### src/rtl/bht_pkg.sv
// Shared definitions for the branch history table: 2-bit counter
// encodings and the table control states.
package bht_pkg;

    localparam logic [1:0] STRONGLY_NOT_TAKEN = 2'b00;
    localparam logic [1:0] WEAKLY_NOT_TAKEN   = 2'b01;
    localparam logic [1:0] WEAKLY_TAKEN       = 2'b10;
    localparam logic [1:0] STRONGLY_TAKEN     = 2'b11;

    localparam logic [1:0] RESET_COUNTER = WEAKLY_TAKEN;

    typedef enum logic {
        INIT,
        RUN
    } bht_state_t;

endpackage

### src/rtl/counter_2bit_next.sv
// Next-state and prediction of one 2-bit saturating counter.
import bht_pkg::*;

module counter_2bit_next (
    input  logic [1:0] state,
    input  logic       taken,
    output logic [1:0] next,
    output logic       predict
);

    always_comb begin
        next = state;
        if (taken) begin
            if (state != STRONGLY_TAKEN)
                next = state + 2'd1;
        end else begin
            if (state != STRONGLY_NOT_TAKEN)
                next = state - 2'd1;
        end
        predict = next[1];
    end

endmodule

### src/rtl/branch_history_table.sv
// Pattern history table of 2-bit counters, swept to weakly-taken after reset.
// Define BHT_GSHARE_EN to XOR a global history register into the lookup index.
import bht_pkg::*;

module branch_history_table #(
    parameter int INDEX_BITS = 6,
    parameter int PC_WIDTH   = 32
) (
    input  logic                  clk,
    input  logic                  reset,
    output logic                  ready,
    input  logic                  lookupValid,
    input  logic [PC_WIDTH-1:0]   lookupPC,
    output logic                  predValid,
    output logic                  predTaken,
    output logic [INDEX_BITS-1:0] predIndex,
    input  logic                  updateValid,
    input  logic [INDEX_BITS-1:0] updateIndex,
    input  logic                  updateTaken
);

    localparam int ENTRIES = 1 << INDEX_BITS;
    localparam logic [INDEX_BITS-1:0] LAST_ENTRY = {INDEX_BITS{1'b1}};
    localparam logic [INDEX_BITS-1:0] ONE = 1;

    logic [1:0]            counters [ENTRIES];
    bht_state_t            state;
    logic [INDEX_BITS-1:0] initCount;
    logic [INDEX_BITS-1:0] pcIndex;
    logic [INDEX_BITS-1:0] lookupIndex;
    logic [1:0]            updNext;
    logic                  updPred;
    logic                  lookupPred;
    logic                  unused_pc_bits;

    assign pcIndex = lookupPC[INDEX_BITS+1:2];
    assign unused_pc_bits = ^{lookupPC[PC_WIDTH-1:INDEX_BITS+2], lookupPC[1:0]};

`ifdef BHT_GSHARE_EN
    logic [INDEX_BITS-1:0] ghr;

    always_ff @(posedge clk or posedge reset) begin
        if (reset)
            ghr <= '0;
        else if (state == RUN && updateValid)
            ghr <= {ghr[INDEX_BITS-2:0], updateTaken};
    end

    assign lookupIndex = pcIndex ^ ghr;
`else
    assign lookupIndex = pcIndex;
`endif

    counter_2bit_next u_next (
        .state   (counters[updateIndex]),
        .taken   (updateTaken),
        .next    (updNext),
        .predict (updPred)
    );

    // Same-entry update this cycle: the prediction sees the trained counter.
    assign lookupPred = (updateValid && updateIndex == lookupIndex)
                      ? updPred : counters[lookupIndex][1];

    always_ff @(posedge clk or posedge reset) begin
        if (reset) begin
            state     <= INIT;
            initCount <= '0;
            ready     <= 1'b0;
            predValid <= 1'b0;
            predTaken <= 1'b0;
            predIndex <= '0;
        end else begin
            unique case (state)
                INIT: begin
                    predValid <= 1'b0;
                    initCount <= initCount + ONE;
                    if (initCount == LAST_ENTRY) begin
                        state <= RUN;
                        ready <= 1'b1;
                    end
                end
                RUN: begin
                    predValid <= lookupValid;
                    if (lookupValid) begin
                        predTaken <= lookupPred;
                        predIndex <= lookupIndex;
                    end
                end
            endcase
        end
    end

    // Storage has no reset; INIT gives every entry a defined value.
    always_ff @(posedge clk) begin
        if (state == INIT)
            counters[initCount] <= RESET_COUNTER;
        else if (updateValid)
            counters[updateIndex] <= updNext;
    end

endmodule

### config.mk
export PLATFORM = sky130hd
export DESIGN_NAME = branch_history_table
export DESIGN_NICKNAME = d
export VERILOG_FILES = /design/src/rtl/bht_pkg.sv /design/src/rtl/counter_2bit_next.sv /design/src/rtl/branch_history_table.sv
export SDC_FILE = /design/constraint.sdc
export NUM_CORES = 1
export LEC_CHECK = 0
export CAP_MARGIN = 30
export CORE_ASPECT_RATIO = 0.75
export CORE_MARGIN = 3
export CORE_UTILIZATION = 30
export CTS_CLUSTER_SIZE = 20
export DETAILED_ROUTE_END_ITERATION = 16
export GPL_TIMING_DRIVEN = 0
export PLACE_DENSITY = 0.45
export SYNTH_ARGS = -nofsm -noshare
export SYNTH_HDL_FRONTEND = slang
export SYNTH_SLANG_ARGS = --single-unit
### constraint.sdc
create_clock -name clk -period 6.1 [get_ports clk]
set_clock_uncertainty 0.1 [all_clocks]
set_input_delay 1.22 -clock clk [delete_from_list [all_inputs] [get_ports clk]]
set_output_delay 1.22 -clock clk [all_outputs]
set_load 0.005 [all_outputs]
==> flow_metrics.py <==
metrics = {
    "detailed_routing": {
        "top_layer": "met4",
        "vias": 4150,
        "drt_wl_total_um": 17900,
        "drt-met1-wl_um": 9010,
        "drt_iter0_markers": 414,
        "dr_wl_met2_um": 7590,
        "drc": 0,
        "firstDrtPassIters": 4,
        "wl_met3_um": 1070,
        "wl_per_cell_um": 22.4,
        "drt.antenna.violating_nets": 0,
        "vias_per_cell": 5.18,
    },
    "cts": {
        "clk_pin_slew_ns": 0.06,
        "cts_made_buffers": 17,
        "clock_latency_ns": 0.43,
        "cts_buffer_depth": 2,
        "cts_tree": "yes",
        "root_buffer": "clkbuf_16",
        "clock_sinks": 144,
        "cts_setup_buffers": 0,
        "cts_resized": 0,
        "postCtsHoldBufs": 0,
        "ctsHtreeMaxLevel": 4,
    },
    "logic_synthesis": {
        "ys.flop_type": "edfxtp_1",
        "synth-async-reset-ratio_pct": 11.1,
        "synthesis.nets": 499,
        "post-synth-top-count-cell": "edfxtp_1",
        "synth_top_area_share_pct": 56.5,
        "yosys_warnings": 0,
        "netlist_area_um2": 6800,
        "ys_ff_latch": 144,
        "seq_area_frac_synth_pct": 62.4,
        "synth-edff-count": 128,
        "avgSynthCellArea_um2": 14.9,
        "yosysTopAreaCell": "edfxtp_1",
        "synthTopCellsByCount": "edfxtp_1, nor2_1, mux4_2, nand2_1, dfrtp_1",
        "synth_area_leaders": "edfxtp_1, mux4_2, dfrtp_1",
        "yosysUniqueCellTypes": 51,
        "syn_inst": 455,
    },
    "floorplan": {
        "rows": 47,
        "die-area_um2": 24500,
        "die-width_um": 180,
        "die_y_um": 136,
        "coreArea_um2": 22200,
        "top_level_ports": 52,
        "start_util_pct": 30.7,
    },
    "grt": {
        "grt_use_total_pct": 15.2,
        "grt-ovfl-total": 0,
        "grt_max_degree": 40,
        "antenna_found_initial": 0,
        "grt_pass1_vias": 4224,
        "grt_pass1_wl_um": 27200,
    },
    "critical_path": {
        "worstPathArrival_ns": 4.24,
        "required_ns": 6.26,
        "reg2reg_depth": 8,
        "cp_max_fo": 34,
        "startpoint": "updateIndex[1]",
        "r2r-start": "counters[48][1]",
        "start_kind": "input pin",
        "r2r_slack_ns": 3.06,
        "worstSetupPathType": "in2reg",
        "worst_setup_path_end_kind": "flip-flop",
    },
    "pwr": {
        "p_per_area_nw_per_um2": 274,
        "max-vdd-ir-drop_mv": 0.190,
        "total_leakage_power_uw": 0.00226,
        "total_power_uw": 2190,
    },
    "timing": {
        "max_freq_ghz": 0.245,
        "min_period_over_period_pct": 66.9,
        "min_period_ns": 4.08,
        "rsz0062_at_grt": "false",
        "finalHoldViolCount": 0,
        "setup_violations": 0,
        "relSlewSlack_pct": 45.2,
        "worst_pin_slew_ns": 0.819,
        "finalMaxSlewViolations": 0,
    },
    "cells_and_area": {
        "final_nets": 538,
        "drive_above_1_share_pct": 17.6,
        "diodes": 0,
        "postLayoutCellArea_um2": 8010,
        "fin_util_pct": 36.1,
        "area_delta_synth_final_pct": 17.8,
    },
    "min_path": {
        "min_path_type": "reg2reg",
        "min_path_cells": 2,
        "min-delay-start": "predIndex[4]",
    },
    "flow_run": {
        "drv_cap": 0,
    },
    "run_status": {
        "outcome": "completed",
    },
    "placed_design": {
        "portBuffers": 18,
        "dpl.hpwl_um": 12700,
        "gp_congestion": 0.807,
        "placed_cell_area_um2": 7410,
    },
}
sequential cells by signal (all words and copies together) (netlist names):
register,cells
initCount,6
predValid,1
predTaken,1
counters,128
state,1
ready,1
predIndex,6
report_power, final:
group	internal, µW	switching [µW]	leakage (µW)
combinational	34.7	53.2	0.000865
sequential	1060	0	0.00111
clock	583	465	0.000288
metal layers:
metal	global-route usage, %	vias to the layer above
met5	0	-
met4	4.94	0
met3	4.17	15
met2	21.7	139
met1	22.3	2136
li1	-	1860
worst max-delay path, stage by stage:
cell and delay (ns):
buf_4 0.19, buf_1 0.55, mux4_2 0.33, mux2i_1 0.07, mux2i_1 0.29, a21oi_1 0.15, o21ai_0 0.23, a21oi_1 0.22
o21ai_4 0.69, buf_12 0.27
cells in the final DEF, fill, tap and decap left out, drive strengths merged, types with 4 or more instances in the layout:
cell type,instances
a2111oi,4
a21oi,7
and3,4
buf,15
clkbuf,31
clkdlybuf4s50,18
clkinv,4
dfrtp,16
edfxtp,128
inv,14
mux2,6
mux2i,15
mux4,44
nand2,29
nand2b,9
nand3,6
nand3b,5
nand4,5
nor2,75
nor2b,4
o21a,4
o21ai,10
o22ai,10
xnor2,8
final cells by class:
cell class              count  area [µm²]
multi-input cells         278        2420
flip-flops and latches    144        4240
well taps                 294         368
fillers                  2074       14200
clock inverters            15         171
clock buffers              17         425
inverters                   6        22.5
repair buffers             20         220
plain buffers              27         133
worst paths after layout:
path / end
max in group asynchronous: initCount[1]
worst max-delay path: counters[36][1]
worst min register to register: predIndex[4]
min in group asynchronous: predIndex[3]
worst min-delay path: predIndex[4]
worst max register to register: counters[36][1]
kinds of logic (layout without fill, tap and decap cells):
group,after synthesis,in the layout,synth area share (%)
mux,65,65,18.3
flops,144,144,62.4
simple gates,149,149,9.93
buf+inv,33,85,2.28
compound gates,52,52,5.46
fa+ha+maj,1,1,0.184
xor+xnor,11,11,1.42
per-stage QoR:
| step | setup slack, ns | cells | TNS, ns | hold slack (ns) |
|---|---|---|---|---|
| final | 2.02 | 801 | 0 | 0.381 |
| after global routing | 1.67 | 801 | 0 | 0.417 |
| after CTS | 1.95 | 801 | 0 | 0.386 |
| after detailed placement | 1.50 | 769 | 0 | 0.372 |
| after global placement | -3.42 | 767 | -314.90 | 0.369 |
| after floorplan | 0.161 | 455 | 0 | 0.358 |
Power figures use the tool's default switching activity.
